**src/rtl/harmonic_mean_pkg.sv**
```systemverilog
// harmonic_mean_pkg
// Shared definitions for the N-channel harmonic-mean engine:
//   - hm_state_t  : controller states (IDLE, RECIP, FINAL, DONE)
//   - clog2, max  : elaboration-time helpers
//   - calc_dw     : accumulator width (reciprocal bits + channel growth + 1)
//   - calc_divw   : divider datapath width, wide enough for both the
//                   accumulator and a raw sample
package harmonic_mean_pkg;

  typedef enum logic [1:0] {
    IDLE  = 2'd0,
    RECIP = 2'd1,
    FINAL = 2'd2,
    DONE  = 2'd3
  } hm_state_t;

  // Ceiling log2; clog2(1) is 0.
  function automatic int clog2(input int value);
    int result;
    result = 0;
    for (int i = 0; i < 31; i++) begin
      if ((1 << i) < value) result = i + 1;
    end
    return result;
  endfunction

  function automatic int max(input int a, input int b);
    return (a > b) ? a : b;
  endfunction

  // The sum of CHANNELS reciprocals, each at most 2^frac, fits here, and so
  // does the final dividend CHANNELS * 2^frac.
  function automatic int calc_dw(input int frac, input int channels);
    return frac + clog2(channels) + 1;
  endfunction

  function automatic int calc_divw(input int frac, input int channels, input int width);
    return max(calc_dw(frac, channels), width);
  endfunction

endpackage

```
**src/rtl/harmonic_mean_seq_divider.sv**
```systemverilog
// seq_divider
// Unsigned restoring divider, one quotient bit per clock.
// A start pulse loads the operands; DIVW iteration cycles follow and done is
// raised during the last of them, so a division occupies DIVW+1 cycles.
// Ports:
//   clk, reset          : clock, asynchronous active-high reset (aborts)
//   start               : load dividend/divisor and begin (ignored while busy)
//   dividend, divisor   : DIVW-bit unsigned operands; divisor must be nonzero
//   quotient            : final quotient, valid while done is high
//   done                : high in the last iteration cycle
//   busy                : iteration in progress
module seq_divider
  import harmonic_mean_pkg::*;
#(
  parameter int DIVW = 19
) (
  input  logic            clk,
  input  logic            reset,
  input  logic            start,
  input  logic [DIVW-1:0] dividend,
  input  logic [DIVW-1:0] divisor,
  output logic [DIVW-1:0] quotient,
  output logic            done,
  output logic            busy
);

  localparam int CW = clog2(DIVW + 1);

  logic [DIVW-1:0] rem;
  logic [DIVW-1:0] quo;
  logic [DIVW-1:0] dvs;
  logic [CW-1:0]   count;
  logic            active;

  logic [DIVW:0]   rem_shift;
  logic [DIVW:0]   diff;
  logic            fits;
  logic [DIVW-1:0] next_rem;
  logic [DIVW-1:0] next_quo;

  // One restoring step: shift the next dividend bit into the remainder and
  // subtract the divisor when it fits. The dividend bits are consumed from
  // the top of quo while quotient bits enter at the bottom. The quotient
  // port shows the post-step value so the parent can take the result in the
  // same cycle done is high.
  always_comb begin
    rem_shift = {rem, quo[DIVW-1]};
    diff      = rem_shift - {1'b0, dvs};
    fits      = (rem_shift >= {1'b0, dvs});
    next_rem  = fits ? diff[DIVW-1:0] : rem_shift[DIVW-1:0];
    next_quo  = {quo[DIVW-2:0], fits};
    quotient  = next_quo;
    done      = active && (count == CW'(1));
    busy      = active;
  end

  // Operand load on start, then one iteration per cycle until the bit
  // counter runs out.
  always_ff @(posedge clk or posedge reset) begin
    if (reset) begin
      rem    <= '0;
      quo    <= '0;
      dvs    <= '0;
      count  <= '0;
      active <= 1'b0;
    end else if (start && !active) begin
      rem    <= '0;
      quo    <= dividend;
      dvs    <= divisor;
      count  <= CW'(DIVW);
      active <= 1'b1;
    end else if (active) begin
      rem   <= next_rem;
      quo   <= next_quo;
      count <= count - CW'(1);
      if (count == CW'(1)) active <= 1'b0;
    end
  end

endmodule

```
**src/rtl/harmonic_mean_seq.sv**
```systemverilog
// harmonic_mean_seq
// N-channel harmonic mean HM = CHANNELS / sum(1/x_i) in fixed point, using
// one shared sequential divider: CHANNELS reciprocal divisions followed by
// one final division.
// Ports:
//   clk, reset     : clock, asynchronous active-high reset
//   data           : packed samples, channel i at [i*WIDTH +: WIDTH]
//   data_valid     : per-channel valid; capture happens when all are high
//   harmonic_mean  : result, held until the next result
//   data_ready     : one-cycle strobe, harmonic_mean/error valid
//   busy           : computation in progress
//   error          : the last capture contained a zero sample
module harmonic_mean_seq
  import harmonic_mean_pkg::*;
#(
  parameter int WIDTH    = 16,
  parameter int CHANNELS = 4,
  parameter int FRAC     = 16
) (
  input  logic                      clk,
  input  logic                      reset,
  input  logic [CHANNELS*WIDTH-1:0] data,
  input  logic [CHANNELS-1:0]       data_valid,
  output logic [WIDTH-1:0]          harmonic_mean,
  output logic                      data_ready,
  output logic                      busy,
  output logic                      error
);

  localparam int DW   = calc_dw(FRAC, CHANNELS);
  localparam int DIVW = calc_divw(FRAC, CHANNELS, WIDTH);
  localparam int KW   = max(clog2(CHANNELS), 1);

  localparam logic [DIVW-1:0] UNIT       = DIVW'(1) << FRAC;
  localparam logic [DIVW-1:0] CHAN_UNIT  = DIVW'(CHANNELS) << FRAC;
  localparam logic [DIVW-1:0] SAT_LIMIT  = DIVW'({WIDTH{1'b1}});

  hm_state_t state;
  hm_state_t next_state;

  logic [CHANNELS*WIDTH-1:0] sample_reg;
  logic [KW-1:0]             k;
  logic [DW-1:0]             acc;
  logic [WIDTH-1:0]          cur_sample;
  logic                      any_zero;
  logic                      capture;
  logic                      last_channel;

  logic                      div_start;
  logic [DIVW-1:0]           div_dividend;
  logic [DIVW-1:0]           div_divisor;
  logic [DIVW-1:0]           div_quotient;
  logic                      div_done;
  logic                      div_busy;

  seq_divider #(
    .DIVW (DIVW)
  ) u_divider (
    .clk      (clk),
    .reset    (reset),
    .start    (div_start),
    .dividend (div_dividend),
    .divisor  (div_divisor),
    .quotient (div_quotient),
    .done     (div_done),
    .busy     (div_busy)
  );

  // Zero detection looks at the live inputs so the error path can be taken
  // on the capture edge itself.
  always_comb begin
    any_zero = 1'b0;
    for (int i = 0; i < CHANNELS; i++) begin
      if (data[i*WIDTH +: WIDTH] == '0) any_zero = 1'b1;
    end
  end

  assign capture      = (state == IDLE) && (&data_valid);
  assign cur_sample   = sample_reg[k*WIDTH +: WIDTH];
  assign last_channel = (k == KW'(CHANNELS - 1));

  // State register.
  always_ff @(posedge clk or posedge reset) begin
    if (reset) state <= IDLE;
    else       state <= next_state;
  end

  // Next state and controller outputs. A division is launched whenever the
  // controller needs one and the divider is idle; the divider drops busy on
  // the edge that ends its done cycle, so the next division starts right
  // after the previous one without an extra handshake.
  always_comb begin
    next_state   = state;
    data_ready   = 1'b0;
    busy         = 1'b0;
    div_start    = 1'b0;
    div_dividend = '0;
    div_divisor  = '0;
    case (state)
      IDLE: begin
        if (capture) next_state = any_zero ? DONE : RECIP;
      end
      RECIP: begin
        busy         = 1'b1;
        div_start    = !div_busy;
        div_dividend = UNIT;
        div_divisor  = DIVW'(cur_sample);
        if (div_done && last_channel) next_state = FINAL;
      end
      FINAL: begin
        busy         = 1'b1;
        div_start    = !div_busy;
        div_dividend = CHAN_UNIT;
        div_divisor  = DIVW'(acc);
        if (div_done) next_state = DONE;
      end
      DONE: begin
        data_ready = 1'b1;
        next_state = IDLE;
      end
      default: next_state = IDLE;
    endcase
  end

  // Datapath: sample capture, reciprocal accumulation and the saturated
  // final result. Inputs are only looked at in IDLE, so valids arriving
  // while a computation runs are dropped.
  always_ff @(posedge clk or posedge reset) begin
    if (reset) begin
      sample_reg    <= '0;
      k             <= '0;
      acc           <= '0;
      harmonic_mean <= '0;
      error         <= 1'b0;
    end else begin
      case (state)
        IDLE: begin
          if (capture) begin
            sample_reg <= data;
            acc        <= '0;
            k          <= '0;
            if (any_zero) begin
              harmonic_mean <= '0;
              error         <= 1'b1;
            end
          end
        end
        RECIP: begin
          if (div_done) begin
            acc <= acc + DW'(div_quotient);
            if (!last_channel) k <= k + KW'(1);
          end
        end
        FINAL: begin
          if (div_done) begin
            harmonic_mean <= (div_quotient > SAT_LIMIT) ? {WIDTH{1'b1}}
                                                         : div_quotient[WIDTH-1:0];
            error         <= 1'b0;
          end
        end
        default: ;
      endcase
    end
  end

endmodule

```
**config.mk**
```make
export PLATFORM = sky130hd
export DESIGN_NAME = harmonic_mean_seq
export DESIGN_NICKNAME = d
export VERILOG_FILES = /design/src/rtl/harmonic_mean_pkg.sv /design/src/rtl/harmonic_mean_seq_divider.sv /design/src/rtl/harmonic_mean_seq.sv
export SDC_FILE = /design/constraint.sdc
export NUM_CORES = 1
export LEC_CHECK = 0
export ABC_AREA = 0
export CAP_MARGIN = 20
export CORE_ASPECT_RATIO = 1.25
export CORE_MARGIN = 2
export CORE_UTILIZATION = 35
export CTS_CLUSTER_DIAMETER = 30
export DETAILED_ROUTE_END_ITERATION = 16
export PLACE_DENSITY = 0.49
export SLEW_MARGIN = 5
export SYNTH_ARGS = -nofsm -noshare
export SYNTH_HDL_FRONTEND = slang
export SYNTH_HIERARCHICAL = 1
export SYNTH_SLANG_ARGS = --single-unit
```
**constraint.sdc**
```tcl
create_clock -name clk -period 6.89 [get_ports clk]
set_input_delay 0.689 -clock clk [delete_from_list [all_inputs] [get_ports clk]]
set_output_delay 0.689 -clock clk [all_outputs]
set_load 0.1 [all_outputs]
```
== Word-level counts from Yosys, hierarchy flattened ==
Cells that the tools add are included.
Word-level totals
  register bits after elaboration: 167
  latch bits: 0
  RAM bits: 0
  memory bits (read-only): 0
  bits of input ports: 70
  output and inout port bits: 19
  memories: 0
Cells by class
  add/sub/neg operators: 4
  multipliers: 0
  div/mod/pow operators: 0
  order comparisons: 2
  equal/unequal tests: 11
  shifts and indexed selects: 1
  muxes and demuxes: 40
  bitwise logic cells: 0
  reduce and logical (&&, ||, !) cells: 20
Operator list (count)
  $mux W19: 7
  $pmux W19 S2: 3
  $logic_not A16 Y1: 4
  $mux W16: 4
  $shiftx A64 B7 Y16: 1
  $pmux W16 S2: 1
  $ge A20 B19 Y1: 1
  $add A19 B19 Y19: 1
  $gt A19 B16 Y1 const B: 1
  $sub A19 B19 Y19: 1
  $mux W2: 7
  $mux W1: 13
  $ne A2 B2 Y1 const B: 6
  $reduce_and A4 Y1: 3
  $mux W5: 2
  $pmux W2 S4: 1
  $eq A2 B2 Y1 const B: 3
  $reduce_and A3 Y1: 2
  $reduce_bool A2 Y1: 3
  $eq A5 B1 Y1 const B: 1
  $sub A5 B1 Y5 const B: 1
  $logic_and A1 B1 Y1: 4
  $pmux W2 S2: 1
  $add A2 B1 Y2 const B: 1
  other kinds (6): 6

== Depth between registers and ports, before layout ==
Gate-level depths: netlist of the first run.
  word-level depth: 8
  depth in mapped cells: 20
  gate-level depth less buffers: 18

== Modules after synthesis ==
The synthesis of the first run kept the hierarchy.
By module, submodules not included
  harmonic_mean_seq: instances 1, cells each 502, area an instance 5674.2 µm²
  seq_divider: instances 1, cells each 497, area an instance 4291.6 µm²

== Worst setup path after synthesis of the first run ==
No wires, ideal clock.
  kind: register to register
  start: register u_divider.quo[18]
  end: register acc[18]
  library setup time: 0.132 ns
  arrival time: 4.062 ns
  data required time: 6.758 ns
  slack: 2.697 ns
  cell stages (with the launch flop): 21
  cells stage by stage: dfrtp_1 -> inv_1 -> ha_1 -> inv_1 -> fa_1 -> a211oi_1 -> o211ai_1 -> nand3_1 -> a21boi_2 -> o21ai_2 -> inv_2 -> buf_4 -> buf_4 -> ha_1 -> fa_1 -> a21oi_1 -> o21ai_1 -> a31o_2 -> a211oi_4 -> mux2i_1 -> o211ai_1
Between the ends
  cells in the longest elaborated chain, start to end: 4
RTL lines
  start: declaration: RTL line harmonic_mean_seq_divider.sv:30  | logic [DIVW-1:0] quo;
  start signal: assignment: RTL line harmonic_mean_seq_divider.sv:68  | quo <= dividend;
  start signal: assignment: RTL line harmonic_mean_seq_divider.sv:74  | quo <= next_quo;
  $ge A20 B19 Y1: RTL line harmonic_mean_seq_divider.sv:49  | fits = (rem_shift >= {1'b0, dvs});
  net u_divider.fits: RTL line harmonic_mean_seq_divider.sv:37  | logic fits;
  $add A19 B19 Y19: RTL line harmonic_mean_seq.sv:150  | acc <= acc + DW'(div_quotient);
  $mux W19: RTL line harmonic_mean_seq.sv:149  | if (div_done) begin
  $pmux W19 S2: RTL line harmonic_mean_seq.sv:136  | case (state)
  end signal: assignment: RTL line harmonic_mean_seq.sv:150
  end: declaration: RTL line harmonic_mean_seq.sv:43  | logic [DW-1:0] acc;
The timed path passes the listed nets, and every way through them passes these cells. The select of a mux whose other input is x is not followed.
A chain may end at the register's enable or synchronous reset.

== Worst setup path in the final report of the first run ==
  start: register u_divider.quo[18]
  end: register acc[18]
Between the ends
  cells in the longest elaborated chain, start to end: 4
RTL lines
  $ge A20 B19 Y1: RTL line harmonic_mean_seq_divider.sv:49
  net div_quotient[0]: RTL line harmonic_mean_seq.sv:52  | logic [DIVW-1:0] div_quotient;
  $add A19 B19 Y19: RTL line harmonic_mean_seq.sv:150
  $mux W19: RTL line harmonic_mean_seq.sv:149
  $pmux W19 S2: RTL line harmonic_mean_seq.sv:136
The timed path passes the listed nets, and every way through them passes these cells. The select of a mux whose other input is x is not followed.

==> key figures, run 1 <==
Clock tree
  – H-tree levels: 4
  – Clock Latency Late Sink: 0.43 ns
  – Clk sinks: approximately 170
  – Post-CTS Setup Inserts: 0
  – CTS Hold Bufs: 0
  – Total CTS buffers: 17
  – Clock Path Buffers: 2
  – Clock-pin transition on the worst setup and hold timing paths: 0.06 ns
  – CTS tree: yes
  – Resize count post-CTS: 0
  – Root Driver: clkbuf_16

Routing
  – Post-DRT Antenna Nets: 0
  – DR vias/cell: between 5 and 6
  – Via count: 7705
  – DRT iter0 DRCs: ~430
  – Routed WL: around 28 mm
  – 1st-pass router iterations: 5
  – Routed WL per cell: just under 20 um
  – Detailed-route DRC error count: 0

Worst setup path
  – Arr. time, crit path: 4.89 ns
  – Slowest stage delay, CP: 0.41 ns
  – Crit-path max FO: 12
  – Crit path launch type: flop
  – Worst EP required: 7.19 ns
  – Crit Path Category: flop to flop
  – Nature of the critical path endpoint: flop
  – CP max stage cell: fa_1
  – Worst path cell trace: inv_1 > ha_1 > inv_1 > fa_1 > a211oi_1 > o211ai_1 > nand3_1 > a21boi_2 > o21ai_2 > inv_2 > ha_1 > fa_1 > a21oi_1 > o21ai_1 > a31o_2 > a211oi_4 > mux2i_1 > o211ai_1

Job
  – Max-cap violations: 0

STA
  – Setup TNS: 0 ns
  – Peak Freq: 217.9 MHz
  – RSZ-0062 raised after global routing: no
  – Final hold violations: 0
  – Fin worst setup slack: 2.300 ns
  – Final clock skew: 0.008078 ns
  – Period minus WS final: 4.590 ns
  – Final period utilization: 66.61%
  – Slew @ Worst Pin: 1.053 ns
  – Slew Viols, Final: 0
  – Relative slew slack: 29.48%
  – Final setup vio count: 0

Yosys
  – Synth Instances: 999
  – Top cells by area, synth: dfrtp_1 (42%), mux2_2 (7.3%), ha_1 (5.5%), nand2_1 (4.6%), o21ai_0 (3.9%)
  – Ys flop type: dfrtp_1
  – Netlist Area Pre-Place: approximately 0.01 mm^2
  – Sequential share of the synthesized area: 41.93%
  – Synth warn: 6
  – Async S/R FF share, synth: 100.0%
  – Number of synthesized flops with an enable pin: 0
  – Post-synth top area share: 41.93%
  – Synthesis-stage register bit count: ~170
  – Mean Syn Cell Area: 9.976 um^2
  – Area leader, netlist: dfrtp_1
  – Synth cell types: 75

Power
  – Static Leak: 4.900 nW
  – Pwr/cell area: 512.0 mW/mm^2
  – VDD IR max: 216.9 uV

Finish
  – Area growth syn-to-layout: 16.62%
  – Max FFs per register: 64
  – Layout Nets: 1171
  – ANT cells: 0
  – Fill count: between 2000 and 3000
  – Share of cells above drive strength 1: between 10% and 20%
  – Commonest non-fill, non-tap cells in the layout: dfrtp_1 (166), nand2_1 (122), clkdlybuf4s50_1 (88)
  – Multi-input gate area: about 0.0053 mm^2
  – Commonest non-fill, non-tap cell in the layout: dfrtp_1
  – Reg area: between 0.004 and 0.005 mm^2

Floorplanning
  – IO Pins: 89
  – Starting Density: 35.30%
  – Die X: 154.9 um
  – Chip height: 192.7 um
  – Row count: 69
  – CORE AREA: 0.02823 mm^2
  – Die Footprint: just under 0.03 mm^2

Global routing
  – Total global routing overflow: 0
  – Initial antenna violation count: 0
  – Wire length of the first global-routing pass: between 40 and 50 mm
  – Number of global-route vias before repair: 7973
  – Tot GR Track Use: around 19%
  – Largest net degree at the start of global routing: between 60 and 70

Hold path
  – Hold Crit Class: flop to flop

Run status
  – Status: complete, no violations

Place
  – DPL Wire Length: 21.08 mm
  – Pre-CTS WS: 2.306 ns
  – Port Buffer Count: 88
  – Gp weighted congestion: 0.8515
## cell families (layout without fill, tap and decap cells)
group | Yosys count | count (layout) | share of synthesized area, %
fa+ha+maj | 46 | 46 | 5.926
flops | 167 | 167 | 41.93
mux | 102 | 102 | 13.07
other cells | 1 | 17 | 0.03763
xor+xnor | 29 | 29 | 2.549
simple gates | 291 | 291 | 14.15
buf+inv | 116 | 168 | 5.436
compound gates | 247 | 247 | 16.90
## worst paths after layout
| kind | startpoint | end | slack [ns] | cells after the start |
|---|---|---|---|---|
| min in group asynchronous | reset | sample_reg[18] | 0.77 | 2 |
| max in group asynchronous | reset | error | 4.95 | 3 |
| setup / recovery | u_divider/quo[18] | acc[18] | 2.30 | 18 |
| hold / removal | harmonic_mean[5] | harmonic_mean[5] | 0.48 | 2 |
| setup reg to reg | u_divider/quo[18] | acc[18] | 2.30 | 18 |
| hold reg to reg | harmonic_mean[5] | harmonic_mean[5] | 0.48 | 2 |
## synth_stat cells, types with 6 or more instances
master,instances
mux2i_1,21
nand4_1,16
dfrtp_1,167
buf_2,10
buf_4,21
o21ai_0,78
and3_1,8
clkbuf_1,38
o211ai_1,10
ha_1,44
mux4_2,16
o21ai_1,14
mux2_2,65
nor2b_1,22
and2_1,6
nand2_1,122
nand3_1,19
a21oi_1,33
a22oi_1,17
a21o_1,10
nor3_1,14
xnor2_1,17
nor2_1,41
inv_1,39
o2111ai_1,10
o221ai_1,9
nor4_1,18
xor2_1,12
## power by group
part | switching, mW | internal [mW] | leakage [nW] | total (mW)
clock network | 0.372 | 0.599 | 0.283 | 0.971
logic | 1.97 | 1.28 | 2.45 | 3.25
registers | 0.335 | 1.39 | 2.17 | 1.73
total | 2.68 | 3.27 | 4.90 | 5.95
## critical path, delay by kind of cell, from the launching register on
family	cells	cell delay (ns)
AO/OA/AOI/OAI	9	2.09
adder cells (fa/ha/maj)	4	1.22
buffers and inverters	3	0.31
AND/OR/NAND/NOR	1	0.22
flip-flops	1	0.40
multiplexers	1	0.21
## per-layer routing
layer	routed length [um]	share of wire, %	global-route usage (%)	vias up
met4	590	2.1	6.161	0
met2	14580	53	35.66	149
met3	734	2.6	2.830	35
met5	0	0	0	-
met1	11810	43	23.09	3804
li1	-	-	-	3717
## layout make-up
type,count,area share (%)
clock inverters,3,0.7751
multi-input cells,732,45.69
clock buffers,28,4.274
flip-flops and latches,167,35.97
inverters,40,1.313
repair buffers,97,8.160
well taps,355,3.822
## metrics by stage
step / hold slack [ns] / power [mW] / instance area [um^2] / cells / utilization, %
floorplan: 0.4680 / 4.198 / 10030 / 1015 / -
global placement: 0.4695 / 5.007 / 11040 / 1391 / 39.09
detailed placement: 0.4720 / 5.007 / 11040 / 1391 / 39.09
CTS: 0.4863 / 6.010 / 11620 / 1422 / 41.17
global route: 0.5150 / 6.412 / 11620 / 1422 / 41.17
finish: 0.4773 / 5.950 / 11620 / 1422 / 41.17
(Power assumes the default switching activity.)
==> inputs of run 2 (changes only) <==
--- a/config.mk
+++ b/config.mk
@@ -12,7 +12,7 @@
 export CORE_UTILIZATION = 35
 export CTS_CLUSTER_DIAMETER = 30
 export DETAILED_ROUTE_END_ITERATION = 16
-export PLACE_DENSITY = 0.49
+export PLACE_DENSITY = 0.51
 export SLEW_MARGIN = 5
 export SYNTH_ARGS = -nofsm -noshare
 export SYNTH_HDL_FRONTEND = slang
==> constraint.sdc (replaced) <==
create_clock -name clk -period 3.88 [get_ports clk]
set_input_delay 0.388 -clock clk [delete_from_list [all_inputs] [get_ports clk]]
set_output_delay 0.388 -clock clk [all_outputs]
set_load 0.1 [all_outputs]
==> run 2 against run 1 <==
  * Die area unchanged
  * Clock power increased by 73%
  * First-iteration DRC count decreased by 11%
  * Clock skew increased by 0.0042 ns
  * Largest cell class unchanged
==> key figures, run 2 (same netlist as run 1, synthesis figures left out) <==
Floorplanning
  – Chip height: 192.7 um (unchanged)
  – Starting Density: 35.30% (unchanged)
  – CORE AREA: 0.02823 mm^2 (unchanged)
  – Die X: 154.9 um (unchanged)
  – IO Pins: 89 (unchanged)
  – Die Footprint: 0.02985 mm^2 (unchanged)
  – Row count: 69 (unchanged)

STA
  – Relative slew slack: 33.19% (was 29.48%)
  – Final setup vio count: 0 (unchanged)
  – Final period utilization: 98.20% (was 66.61%)
  – Slew Viols, Final: 0 (unchanged)
  – Peak Freq: 262.5 MHz (was 217.9 MHz)
  – Slew @ Worst Pin: 0.9990 ns (was 1.053 ns)
  – Min Hold Slack: 0.4603 ns (was 0.4773 ns)
  – Final hold violations: 0 (unchanged)
  – Final clock skew: 0.01223 ns (was 0.008078 ns)
  – Fin worst setup slack: 0.06987 ns (was 2.300 ns)
  – RSZ-0062 raised after global routing: yes (was no)
  – Period minus WS final: 3.810 ns (was 4.590 ns)

Clock tree
  – Clock Path Buffers: 2 (unchanged)
  – CTS tree: yes (unchanged)
  – Clock Latency Late Sink: 0.43 ns (about the same)
  – H-tree levels: 4 (unchanged)
  – Clock-pin transition on the worst setup and hold timing paths: 0.06 ns (about the same)
  – Total CTS buffers: 17 (unchanged)
  – Root Driver: clkbuf_16 (unchanged)
  – Clk sinks: 167 (unchanged)
  – CTS Hold Bufs: 0 (unchanged)

Worst setup path
  – Worst EP required: 4.19 ns (was 7.19 ns)
  – Crit-path max FO: 4 (was 12)
  – RR Endpoint: acc[18] (unchanged)
  – Reg-to-reg startpoint: u_divider/quo[18] (unchanged)
  – Arr. time, crit path: 4.12 ns (was 4.89 ns)
  – Nature of the critical path endpoint: flop (unchanged)
  – Crit path from: u_divider/quo[18] (unchanged)
  – Crit Path Category: flop to flop (unchanged)
  – R2R depth: 18 (unchanged)
  – Crit path to: acc[18] (unchanged)
  – Crit path launch type: flop (unchanged)
  – Worst reg2reg setup slack: 0.07 ns (was 2.30 ns)

Routing
  – Detailed-route DRC error count: 0 (unchanged)
  – Routed WL per cell: 18.97 um (was 19.49 um)
  – DRT iter0 DRCs: 380 (was 426)
  – Via count: 7882 (was 7705)
  – 1st-pass router iterations: 4 (was 5)
  – Routed WL: 27.58 mm (was 27.72 mm)
  – DR vias/cell: 5.421 (was 5.418)
  – Post-DRT Antenna Nets: 0 (unchanged)

Place
  – Gp weighted congestion: 0.8459 (was 0.8515)
  – Pre-CTS WS: 0.01463 ns (was 2.306 ns)
  – DPL Wire Length: 20.85 mm (was 21.08 mm)
  – Port Buffer Count: 88 (unchanged)

Global routing
  – Total global routing overflow: 0 (unchanged)
  – Largest net degree at the start of global routing: 105 (was 66)
  – Tot GR Track Use: 19.00% (was 19.33%)
  – Number of global-route vias before repair: 8032 (was 7973)
  – Initial antenna violation count: 0 (unchanged)
  – Wire length of the first global-routing pass: 43.80 mm (was 44.66 mm)

Hold path
  – Hold Crit Class: input pin to async pin (was flop to flop)

Power
  – Final Power: 10.85 mW (was 5.950 mW)
  – Pwr/cell area: 907.1 mW/mm^2 (was 512.0 mW/mm^2)
  – Static Leak: 5.075 nW (was 4.900 nW)
  – VDD IR max: 387.9 uV (was 216.9 uV)

Finish
  – Max FFs per register: 64 (unchanged)
  – ANT cells: 0 (unchanged)
  – Layout Nets: 1204 (was 1171)
  – Area growth syn-to-layout: 20.01% (was 16.62%)
  – Final Util: 42.37% (was 41.17%)
  – Commonest non-fill, non-tap cells in the layout: dfrtp_1 (166), nand2_1 (122), clkdlybuf4s50_1 (87) (was dfrtp_1 (166), nand2_1 (122), clkdlybuf4s50_1 (88))
  – Commonest non-fill, non-tap cell in the layout: dfrtp_1 (unchanged)
  – Share of cells above drive strength 1: 17.02% (was 12.84%)

Job
  – Max-cap violations: 0 (unchanged)

Run status
  – Status: complete, no violations (unchanged)
## run 2: worst min path at each step
stage          slack (ns)  cells after the start           endpoint
6_report             0.46                      3      sample_reg[4]
5_1_grt              0.51                      2  harmonic_mean[15]
4_1_cts              0.49                      2  harmonic_mean[15]
3_5_place_dp         0.47                      2  harmonic_mean[15]
3_3_place_gp         0.47                      2   harmonic_mean[5]
2_1_floorplan        0.47                      2   u_divider/quo[1]
## run 2: repair_timing
item	in CTS	in global routing
endpoints found under the setup margin	1	5
pin swaps	8	8
cloned	0	0
buffers inserted	2	4
resized for setup	0	7
## run 2: metal layers
layer | global-route usage (%) | vias to the layer above | wire, um
li1 | - | 3796 | -
met5 | 0 | - | 0
met3 | 3.054 | 49 | 889
met2 | 32.63 | 174 | 13770
met4 | 8.618 | 0 | 1022
met1 | 23.51 | 3863 | 11900
## run 2: layout make-up
type	instances	area (um^2)
clock inverter	7	95.09
clock buffer	23	478.0
sequential	167	4180
tap	355	444.2
inverter	40	152.6
fill	2700	16270
timing repair buffer	130	1206
multi-input combinational	732	5404
## run 2: critical path, stage by stage, from the launching register on
cell	delay [ns]
dfrtp_1	0.38
inv_1	0.06
ha_2	0.18
inv_2	0.04
fa_2	0.38
a211oi_4	0.23
o211ai_1	0.20
nand3_2	0.17
a21boi_4	0.07
o21ai_2	0.21
inv_2	0.07
ha_4	0.17
fa_2	0.39
a21oi_4	0.18
o21ai_4	0.09
a31o_4	0.27
a211oi_4	0.28
mux2i_1	0.23
o211ai_1	0.10
## run 2: through the flow
| step | cell area [um^2] | cells | TNS, ns |
|---|---|---|---|
| 5_1_grt | 11960 | 1454 | -0.1133 |
| 4_1_cts | 11890 | 1450 | 0 |
| 6_report | 11960 | 1454 | 0 |
| 2_1_floorplan | 10090 | 1015 | -0.006986 |
| 3_3_place_gp | 11300 | 1418 | 0 |
| 3_5_place_dp | 11300 | 1418 | 0 |
## run 2: power by group
group | switching [mW] | total [mW] | internal [mW]
combinational | 3.59 | 6.13 | 2.54
clock | 0.690 | 1.68 | 0.993
sequential | 0.565 | 3.04 | 2.47
==> inputs of run 3 (changes only) <==
--- a/config.mk
+++ b/config.mk
@@ -9,10 +9,11 @@
 export CAP_MARGIN = 20
 export CORE_ASPECT_RATIO = 1.25
 export CORE_MARGIN = 2
-export CORE_UTILIZATION = 35
+export CORE_UTILIZATION = 25
+export CTS_BUF_LIST = sky130_fd_sc_hd__clkbuf_16
 export CTS_CLUSTER_DIAMETER = 30
 export DETAILED_ROUTE_END_ITERATION = 16
-export PLACE_DENSITY = 0.51
+export PLACE_DENSITY_LB_ADDON = 0.25
 export SLEW_MARGIN = 5
 export SYNTH_ARGS = -nofsm -noshare
 export SYNTH_HDL_FRONTEND = slang
==> run 3 against run 2 <==
  * Largest cell class unchanged
  * Maximum frequency increased by 2.0%
  * Sequential power grew 1%
  * Critical path depth is the same
  * Cell count grew 9.3%
  * Flip-flop and latch count unchanged
==> key figures, run 3 (same netlist as run 1, synthesis figures left out) <==
Power
  – Switching pwr: 5.007 mW (was 4.845 mW)
  – Pwr/cell area: 899.9 mW/mm^2 (was 907.1 mW/mm^2)
  – Clock power frac: 15.5% (about the same)
  – Power share of the combinational group: 56.0% (was 56.5%)
  – VDD IR max: 362.9 uV (was 387.9 uV)
  – Switch share: 46.24% (was 44.66%)
  – Pint: 5.822 mW (was 6.004 mW)
  – Register share of total power: 28.4% (was 28.0%)
  – Static Leak: 5.023 nW (was 5.075 nW)

STA
  – Setup TNS: 0 ns (unchanged)
  – RSZ-0062 raised after global routing: yes (unchanged)
  – Peak Freq: 267.8 MHz (was 262.5 MHz)
  – Relative slew slack: 29.33% (was 33.19%)
  – Slew Viols, Final: 0 (unchanged)
  – Final setup vio count: 0 (unchanged)
  – Final clock skew: 0.007124 ns (was 0.01223 ns)
  – Final period utilization: 96.25% (was 98.20%)
  – Period minus WS final: 3.735 ns (was 3.810 ns)
  – Slew @ Worst Pin: 1.057 ns (was 0.9990 ns)
  – Final hold violations: 0 (unchanged)

Floorplanning
  – Starting Density: 25.41% (was 35.30%)
  – Die X: 182.6 um (was 154.9 um)
  – CORE AREA: 0.03922 mm^2 (was 0.02823 mm^2)
  – Die Footprint: 0.04149 mm^2 (was 0.02985 mm^2)
  – Row count: 81 (was 69)
  – IO Pins: 89 (unchanged)
  – Chip height: 227.2 um (was 192.7 um)

Routing
  – DR vias/cell: 4.879 (was 5.421)
  – Detailed-route DRC error count: 0 (unchanged)
  – Routed WL per cell: 17.86 um (was 18.97 um)
  – Via count: 7752 (was 7882)
  – DRT iter0 DRCs: 462 (was 380)
  – Routed WL: 28.37 mm (was 27.58 mm)
  – 1st-pass router iterations: 5 (was 4)
  – Post-DRT Antenna Nets: 0 (unchanged)

Global routing
  – Wire length of the first global-routing pass: 45.58 mm (was 43.80 mm)
  – Total global routing overflow: 0 (unchanged)
  – Number of global-route vias before repair: 8101 (was 8032)
  – Initial antenna violation count: 0 (unchanged)
  – Tot GR Track Use: 14.17% (was 19.00%)
  – Largest net degree at the start of global routing: 105 (unchanged)

Finish
  – Commonest non-fill, non-tap cells in the layout: dfrtp_1 (166), nand2_1 (122), clkdlybuf4s50_1 (87) (unchanged)
  – Final Util: 30.68% (was 42.37%)
  – Design Area, Final: 0.01203 mm^2 (was 0.01196 mm^2)
  – Commonest non-fill, non-tap cell in the layout: dfrtp_1 (unchanged)
  – Fill count: 3994 (was 2700)
  – Share of cells above drive strength 1: 16.50% (was 17.02%)
  – Area growth syn-to-layout: 20.74% (was 20.01%)
  – ANT cells: 0 (unchanged)
  – Max FFs per register: 64 (unchanged)
  – Layout Nets: 1194 (was 1204)

Hold path
  – Hold Crit Class: input pin to async pin (unchanged)

Worst setup path
  – Crit Path Category: flop to flop (unchanged)
  – Slowest stage delay, CP: 0.39 ns (about the same)
  – Reg-to-reg startpoint: u_divider/quo[18] (unchanged)
  – Arr. time, crit path: 4.06 ns (was 4.12 ns)
  – Worst path cell trace: inv_1 > ha_2 > inv_2 > fa_2 > a211oi_2 > o211ai_1 > nand3_2 > a21boi_4 > o21ai_2 > inv_2 > ha_4 > fa_2 > a21oi_4 > o21ai_2 > a31o_2 > a211oi_4 > mux2i_1 > o211ai_1 (was inv_1 > ha_2 > inv_2 > fa_2 > a211oi_4 > o211ai_1 > nand3_2 > a21boi_4 > o21ai_2 > inv_2 > ha_4 > fa_2 > a21oi_4 > o21ai_4 > a31o_4 > a211oi_4 > mux2i_1 > o211ai_1)
  – Crit path launch type: flop (unchanged)
  – CP max stage cell: fa_2 (unchanged)
  – R2R depth: 18 (unchanged)
  – Nature of the critical path endpoint: flop (unchanged)
  – Worst EP required: 4.21 ns (was 4.19 ns)
  – RR Endpoint: acc[18] (unchanged)
  – Crit-path max FO: 4 (unchanged)
  – Worst reg2reg setup slack: 0.15 ns (was 0.07 ns)

Run status
  – Status: complete, no violations (unchanged)

Clock tree
  – Clock Latency Late Sink: 0.45 ns (was 0.43 ns)
  – Total CTS buffers: 17 (unchanged)
  – H-tree levels: 4 (unchanged)
  – CTS tree: yes (unchanged)
  – Clk sinks: 167 (unchanged)
  – Root Driver: clkbuf_16 (unchanged)
  – Clock-pin transition on the worst setup and hold timing paths: 0.07 ns (was 0.06 ns)
  – Clock Path Buffers: 2 (unchanged)
  – CTS Hold Bufs: 0 (unchanged)

Place
  – Gp weighted congestion: 0.8305 (was 0.8459)
  – Placed cell areas: 0.01144 mm^2 (was 0.01130 mm^2)
  – Port Buffer Count: 88 (unchanged)
  – DPL Wire Length: 21.63 mm (was 20.85 mm)

Job
  – Max-cap violations: 0 (unchanged)
-- run 3: routing by layer --
layer	GRT usage [%]	wire length (um)	up-vias
li1	-	-	3767
met1	16.23	11860	3795
met3	2.432	741	34
met4	4.839	685	0
met5	0	0	-
met2	26.54	15090	156
-- run 3: through the flow --
stage / cells / setup slack [ns] / hold slack (ns) / total power, mW
finish: 1589 / 0.1454 / 0.4366 / 10.83
global route: 1589 / -0.1356 / 0.4899 / 11.66
CTS: 1588 / 0.03448 / 0.4952 / 10.91
detailed placement: 1556 / 0.06520 / 0.4796 / 9.177
global placement: 1556 / 0.1132 / 0.4711 / 9.146
floorplan: 1015 / -0.006986 / 0.4680 / 7.537
-- run 3: what timing repair did --
item / CTS / global route
setup buffers: 0 / 1
setup endpoints to repair: 0 / 7
gates resized for setup: 0 / 2
-- run 3: area by class of cell --
type,instances,area (um^2),area share [%]
tap,498,623.1,5.178
multi-input combinational,732,5370,44.63
inverter,40,152.6,1.269
clock buffer,17,425.4,3.535
sequential,167,4180,34.74
clock inverter,15,150.1,1.248
timing repair buffer,120,1131,9.400
-- run 3: power by group through the flow --
stage | Combinational [mW] | Clock (mW) | Sequential (mW)
floorplan | 4.43 | 0 | 3.11
global route | 6.69 | 1.80 | 3.17
global placement | 6.04 | 0 | 3.11
finish | 6.07 | 1.68 | 3.08
detailed placement | 6.05 | 0 | 3.12
CTS | 6.09 | 1.73 | 3.09
-- run 3: critical path: cells and delay by family (launching register included) --
| kind | cells | cell delay, ns |
|---|---|---|
| flops | 1 | 0.37 |
| mux | 1 | 0.22 |
| compound gates | 9 | 1.64 |
| simple gates | 1 | 0.16 |
| fa+ha+maj | 4 | 1.08 |
| buf+inv | 3 | 0.17 |
-- run 3: worst max-delay path by stage --
stage                      startpoint       to  cells past startpoint
floorplan           u_divider/quo[18]  acc[18]                     20
global placement    u_divider/quo[18]  acc[18]                     18
detailed placement  u_divider/quo[18]  acc[18]                     18
CTS                 u_divider/quo[18]  acc[18]                     18
global route        u_divider/quo[18]  acc[18]                     18
finish              u_divider/quo[18]  acc[18]                     18
